[src/rtl/conv2_accumulate_if.sv]
// Bus between the layer-2 multiplier stage and the layer-2 accumulator stage.
// The multiplier side drives a product group; the accumulator side returns the pixel.
interface conv2_accumulate_if;
    logic               in_valid;
    logic signed [15:0] product1;
    logic signed [15:0] product2;
    logic signed [15:0] product3;
    logic signed [15:0] product4;
    logic signed [15:0] product5;
    logic signed [15:0] product6;
    logic signed [7:0]  data_out;
    logic               out_valid;
    logic               busy;

    modport master (
        output in_valid, product1, product2, product3, product4, product5, product6,
        input  data_out, out_valid, busy
    );

    modport slave (
        input  in_valid, product1, product2, product3, product4, product5, product6,
        output data_out, out_valid, busy
    );
endinterface

[src/rtl/conv2_accumulate.sv]
// Conv layer 2 adder/accumulator: sums six products per group, accumulates NUM_GROUPS
// groups into one pixel, then requantizes to signed 8 bits (shift, optional ReLU, clamp).
module conv2_accumulate #(
    parameter int NUM_GROUPS = 4,
    parameter int SHIFT      = 6,
    parameter bit RELU       = 1'b1
) (
    input logic               clk,
    input logic               reset,
    conv2_accumulate_if.slave bus
);

    localparam int CW = (NUM_GROUPS > 1) ? $clog2(NUM_GROUPS) : 1;

    logic               v0;
    logic signed [16:0] pair_a, pair_b, pair_c;
    logic               v1;
    logic signed [18:0] group_sum;
    logic signed [23:0] acc;
    logic [CW-1:0]      grp_cnt;
    logic signed [7:0]  data_q;
    logic               valid_q;

    logic signed [23:0] final_sum;
    logic signed [23:0] shifted;
    logic signed [7:0]  requant;
    logic               last_group;

    // E0: pair sums. Products are only captured on a valid group.
    always_ff @(posedge clk) begin
        // NOTE: sequential state uses non-blocking assignments so every register samples
        // pre-edge values; a blocking write here would leak into later stages in the same edge.
        if (reset) begin
            v0     <= 1'b0;
            pair_a <= '0;
            pair_b <= '0;
            pair_c <= '0;
        end else begin
            v0 <= bus.in_valid;
            if (bus.in_valid) begin
                pair_a <= 17'(bus.product1) + 17'(bus.product2);
                pair_b <= 17'(bus.product3) + 17'(bus.product4);
                pair_c <= 17'(bus.product5) + 17'(bus.product6);
            end
        end
    end

    // E1: group sum
    always_ff @(posedge clk) begin
        if (reset) begin
            v1        <= 1'b0;
            group_sum <= '0;
        end else begin
            v1 <= v0;
            if (v0) begin
                group_sum <= 19'(pair_a) + 19'(pair_b) + 19'(pair_c);
            end
        end
    end

    // The first group of a pixel replaces the accumulator, so back-to-back pixels never mix.
    assign final_sum  = (grp_cnt == '0) ? 24'(group_sum) : acc + 24'(group_sum);
    assign last_group = (grp_cnt == CW'(NUM_GROUPS - 1));
    assign shifted    = final_sum >>> SHIFT;

    always_comb begin
        // NOTE: default assigned first so every path drives requant and no latch is inferred.
        requant = shifted[7:0];
        if (RELU && shifted < 0) begin
            requant = '0;
        end else if (shifted > 24'sd127) begin
            requant = 8'sd127;
        end else if (shifted < -24'sd128) begin
            requant = -8'sd128;
        end
    end

    // E2: accumulate, and on the last group publish the requantized pixel.
    always_ff @(posedge clk) begin
        if (reset) begin
            acc     <= '0;
            grp_cnt <= '0;
            data_q  <= '0;
            valid_q <= 1'b0;
        end else begin
            valid_q <= 1'b0;
            if (v1) begin
                acc <= final_sum;
                if (last_group) begin
                    grp_cnt <= '0;
                    data_q  <= requant;
                    valid_q <= 1'b1;
                end else begin
                    grp_cnt <= grp_cnt + 1'b1;
                end
            end
        end
    end

    assign bus.data_out  = data_q;
    assign bus.out_valid = valid_q;
    assign bus.busy      = (grp_cnt != '0) || v0 || v1;

endmodule
[src/flat_wrapper.sv]
// flat-port wrapper written by rule: the top's interface ports become plain ports
module conv2_accumulate_flat 
#(
    parameter int NUM_GROUPS = 4,
    parameter int SHIFT      = 6,
    parameter bit RELU       = 1'b1
)
  (clk, reset, bus_in_valid, bus_product1, bus_product2, bus_product3, bus_product4, bus_product5, bus_product6, bus_data_out, bus_out_valid, bus_busy);
  conv2_accumulate_if bus_i ();
  input logic clk;
  input logic reset;
  input wire logic [$bits(bus_i.in_valid)-1:0] bus_in_valid;
  input wire logic [$bits(bus_i.product1)-1:0] bus_product1;
  input wire logic [$bits(bus_i.product2)-1:0] bus_product2;
  input wire logic [$bits(bus_i.product3)-1:0] bus_product3;
  input wire logic [$bits(bus_i.product4)-1:0] bus_product4;
  input wire logic [$bits(bus_i.product5)-1:0] bus_product5;
  input wire logic [$bits(bus_i.product6)-1:0] bus_product6;
  output wire logic [$bits(bus_i.data_out)-1:0] bus_data_out;
  output wire logic [$bits(bus_i.out_valid)-1:0] bus_out_valid;
  output wire logic [$bits(bus_i.busy)-1:0] bus_busy;
  assign bus_i.in_valid = bus_in_valid;
  assign bus_i.product1 = bus_product1;
  assign bus_i.product2 = bus_product2;
  assign bus_i.product3 = bus_product3;
  assign bus_i.product4 = bus_product4;
  assign bus_i.product5 = bus_product5;
  assign bus_i.product6 = bus_product6;
  assign bus_data_out = bus_i.data_out;
  assign bus_out_valid = bus_i.out_valid;
  assign bus_busy = bus_i.busy;
  conv2_accumulate #(.NUM_GROUPS(NUM_GROUPS), .SHIFT(SHIFT), .RELU(RELU)) u_core (.clk(clk), .reset(reset), .bus(bus_i));
endmodule
[config.mk]
export PLATFORM = sky130hd
export DESIGN_NAME = conv2_accumulate_flat
export DESIGN_NICKNAME = d
export VERILOG_FILES = /design/src/rtl/conv2_accumulate_if.sv /design/src/rtl/conv2_accumulate.sv /design/src/flat_wrapper.sv
export SDC_FILE = /design/constraint.sdc
export NUM_CORES = 1
export LEC_CHECK = 0
export BUFFER_PORTS_ARGS = -buffer_cell sky130_fd_sc_hd__buf_4
export CELL_PAD_IN_SITES_DETAIL_PLACEMENT = 0
export CELL_PAD_IN_SITES_GLOBAL_PLACEMENT = 1
export CORE_MARGIN = 2
export CORE_UTILIZATION = 49
export CTS_BUF_LIST = sky130_fd_sc_hd__clkbuf_4
export CTS_CLUSTER_DIAMETER = 80
export CTS_CLUSTER_SIZE = 28
export DETAILED_ROUTE_END_ITERATION = 6
export GPL_ROUTABILITY_DRIVEN = 1
export GPL_TIMING_DRIVEN = 1
export PLACE_DENSITY_LB_ADDON = 0.1
export SLEW_MARGIN = 20
export SYNTH_ARGS = -nofsm -noshare
export SYNTH_HDL_FRONTEND = slang
export SYNTH_SLANG_ARGS = --single-unit
[constraint.sdc]
create_clock -name clk -period 6.5 [get_ports clk]
set_input_delay 0.325 -clock clk [delete_from_list [all_inputs] [get_ports clk]]
set_output_delay 0.325 -clock clk [all_outputs]
set_load 0.005 [all_outputs]
==> metrics.md <==
| Metric | Value |
|---|---|
| Max Fclk | 297.2 MHz |
| Crit path DAT | 3.78 ns |
| Share of the clock period used by the worst path after layout | between 50% and 60% |
| Number of clock sinks | roughly 110 |
| Setup TNS | 0 ns |
| Die Area | about 18000 um2 |
| HPWL after detailed placement | between 10000 and 15000 um |
| Fin Clk Skew | between 0.015 and 0.02 ns |
| Grt total ovfl | 0 |
| Via count of the first global-routing pass | about 6600 |
| Nets in the synthesized netlist | 1204 |
| Max Root-Sink Buffers | 2 |
| WS Path Type | flop to flop |
| Worst Max-Slew Pin Slew | 0.9011 ns |
| Critical-path cell list | fa_1 -> ha_1 -> inv_1 -> fa_1 -> nor2b_1 -> o21ai_1 -> a21o_1 -> a21oi_1 -> a41oi_1 -> a21oi_1 -> a21oi_1 -> or4b_1 -> o311ai_1 |
| Worst VDD drop | 0.1140 mV |
| Synthesized instance count | between 900 and 1000 |
| Max-Slew Margin vs Limit | between 30% and 40% |
| Post_cts resized | 0 |
| Required time worst endpoint | around 6.9 ns |
| Critical Path Most Common Cell | sky130_fd_sc_hd__a21oi_1 |
| Fin Hold WS | roughly 0.22 ns |
| Endpoint kind of the worst setup timing path | flop |
| Critical Path Source | u_core.pair_c[1] |
| Number of storage elements in the synthesis netlist | between 100 and 150 |
| Number of H-tree levels | 3 |
| Setup repair bufs after CTS | 0 |
| Share of post-route cells with drive strength above 1 | between 10% and 20% |
| Minimum period implied by the final worst setup slack | ~3.4 ns |
| Instance count along the most critical hold path | 4 |
| Hold Fails Final Rpt | 0 |
| Detailed router's first-iteration violation count | around 350 |
| Area of the mapped netlist | 8374 um2 |
| Inserted Clock Buffers | 9 |
| PwrDens | approximately 190 nW/um2 |
| Leading cell types in the layout, fill and taps excluded | 146 x sky130_fd_sc_hd__nor2_1, 112 x sky130_fd_sc_hd__buf_4, 107 x sky130_fd_sc_hd__dfxtp_1 |
| Starting density of the core | between 50% and 60% |
| FF-to-FF Start | u_core.pair_c[1] |
| Critical path's largest stage delay | roughly 0.55 ns |
| Via count | 7100 |
| Wire length of the first global-routing pass | ~32000 um |
| Total wire length after detailed routing | 18730 um |
| Distinct cell type count after synthesis | 69 |
| Leading cell type in the layout, fill and taps excluded | sky130_fd_sc_hd__nor2_1 |
| Net count, final | between 1000 and 1500 |
| Y dimension of the die | about 130 um |
| Site row count | 47 |
| PortBufs | roughly 110 |
| Via count normalized by instance count | about 5.4 |
| Length in cells of the worst reg-to-reg path | 13 |
| Final-layout fill cell count | about 1600 |
| Synth Area per Inst | 8.433 um2 |
| Area added between synthesis and finish | 13.43% |
| Final setup vio count | 0 |
| Clk Latency, worst-skew pair | 0.49 ns |
| Number of enable flip-flop cells after synthesis | 0 |
| Root buf cell | sky130_fd_sc_hd__clkbuf_4 |
| Largest net degree at the start of global routing | just under 70 |
| Overall Global Routing Usage | between 20% and 30% |
| Horizontal die dimension | 134.7 um |
| Fraction of the yosys area taken by sequential cells | 25.58% |
| Clock input transition at the sequential cells of the worst setup and hold paths | 0.17 ns |
| Outcome | completed |
| Peak fanout along the critical path | 3 |
| Fraction of registers with async set or reset after synthesis | 0% |
| Power Total | approximately 1.8 mW |
| Number of I/O pins | ~110 |
| Yosys warning total | 0 |
| Clock tree from TritonCTS | yes |
| Max-cap violation count | 0 |
| Worst min-delay path startpoint | bus_product5[0] |
| Hold WC Path Type | input port to flop |
| Drt drc | 0 |
| Antenna violations before repair | 1 |
| Cts hold-fix bufs | 0 |
| Static Leak | approximately 4.4 nW |
| Prevailing post-synth register cell | sky130_fd_sc_hd__dfxtp_1 |
| Final number of max-transition violations | 0 |
| Number of nets still failing antenna checks after routing | 0 |
| Global placement routability congestion | 0.8515 |
| Placeable core region | between 15000 and 20000 um2 |
| Unrepaired setup endpoints after global routing | no |
| Startpoint type of the worst setup path | flop |
| Average wire length per cell after detail routing | 14.34 um |
| Setup Slack @ Placement | 3.129 ns |
| Number of iterations in the first detailed-routing pass | 4 |
| Worst-path cell with the longest stage delay | sky130_fd_sc_hd__fa_1 |
| Setup ws final | 3.136 ns |
==> report_power, final <==
group / switching, mW / internal (mW)
Clock: 0.237 / 0.119
Combinational: 0.376 / 0.329
Sequential: 0.0488 / 0.713
==> cell families after synthesis <==
family | count (synthesis) | share of synthesized area [%]
compound gates | 239 | 19.69
xor+xnor | 60 | 6.275
fa+ha+maj | 112 | 18.71
buf+inv | 74 | 3.347
flops | 107 | 25.58
mux | 65 | 7.799
simple gates | 336 | 18.60
==> metrics by stage <==
| stage | utilization (%) | std cells | instance area [um2] |
|---|---|---|---|
| 6_report | 57.08 | 1306 | 9499 |
| 3_3_place_gp | 56.20 | 1289 | 9353 |
| 5_1_grt | 57.08 | 1306 | 9499 |
| 4_1_cts | 57.06 | 1305 | 9497 |
| 2_1_floorplan | - | 993 | 8374 |
| 3_5_place_dp | 56.20 | 1289 | 9353 |
==> flip-flops by register name, summed over array words and instances, names as in the netlist <==
register,count
u_core.grp_cnt,2
u_core.bus.out_valid,1
u_core.pair_b,17
u_core.group_sum,19
u_core.pair_a,17
u_core.bus.data_out,8
u_core.v0,1
u_core.pair_c,17
u_core.acc,24
u_core.v1,1
==> cell type report <==
type	count	area, um2	share of cell area (%)
antenna	1	2.502	0.02634
clock buffer	9	67.56	0.7113
clock inverter	7	76.32	0.8035
inverter	38	142.6	1.502
multi-input combinational	812	5952	62.66
sequential	107	2142	22.55
tap	220	275.3	2.898
timing repair buffer	112	840.8	8.851
==> worst max-delay path, delay by kind of cell, from the launching register on <==
family | cells | cell delay [ns]
fa+ha+maj | 3 | 1.11
buf+inv | 1 | 0.06
simple gates | 2 | 0.59
compound gates | 7 | 1.16
flops | 1 | 0.36
==> cells in the mapped netlist, types with 7 or more instances <==
cell,instances,area [um2]
sky130_fd_sc_hd__nor2_1,146,548.0
sky130_fd_sc_hd__dfxtp_1,107,2142
sky130_fd_sc_hd__ha_1,90,1126
sky130_fd_sc_hd__nand2_1,77,289.0
sky130_fd_sc_hd__mux2i_1,63,630.6
sky130_fd_sc_hd__a21oi_1,59,295.3
sky130_fd_sc_hd__inv_1,38,142.6
sky130_fd_sc_hd__xnor2_1,36,315.3
sky130_fd_sc_hd__clkbuf_1,27,101.4
sky130_fd_sc_hd__a21o_1,24,180.2
sky130_fd_sc_hd__xor2_1,24,210.2
sky130_fd_sc_hd__o21ai_0,23,115.1
sky130_fd_sc_hd__fa_1,22,440.4
sky130_fd_sc_hd__a211oi_1,20,150.1
sky130_fd_sc_hd__o21ai_1,20,100.1
sky130_fd_sc_hd__nor2b_1,19,118.9
sky130_fd_sc_hd__nor3_1,19,95.09
sky130_fd_sc_hd__nand3_1,17,85.08
sky130_fd_sc_hd__a31oi_1,13,81.33
sky130_fd_sc_hd__and3_1,11,68.82
sky130_fd_sc_hd__a311oi_1,9,78.83
sky130_fd_sc_hd__a32oi_1,7,61.31
sky130_fd_sc_hd__buf_1,7,26.28
sky130_fd_sc_hd__nor3b_1,7,52.55
sky130_fd_sc_hd__o211ai_1,7,52.55
==> path summary, 6_finish.rpt <==
path	endpoint	slack (ns)
max reg2reg	u_core.group_sum[15]	3.14
min reg2reg	u_core.bus.data_out[4]	0.48
min	u_core.pair_c[0]	0.22
max	u_core.group_sum[15]	3.14
==> routing by layer <==
layer	track usage [%]	vias up	share of wire (%)	wire [um]
met2	33.84	108	44	8253
met3	2.365	16	3.0	556
met5	0	-	0	0
li1	-	3761	-	-
met1	30.59	3215	52	9663
met4	6.199	0	1.4	256
No activity file was read; power rests on OpenSTA's default activity.
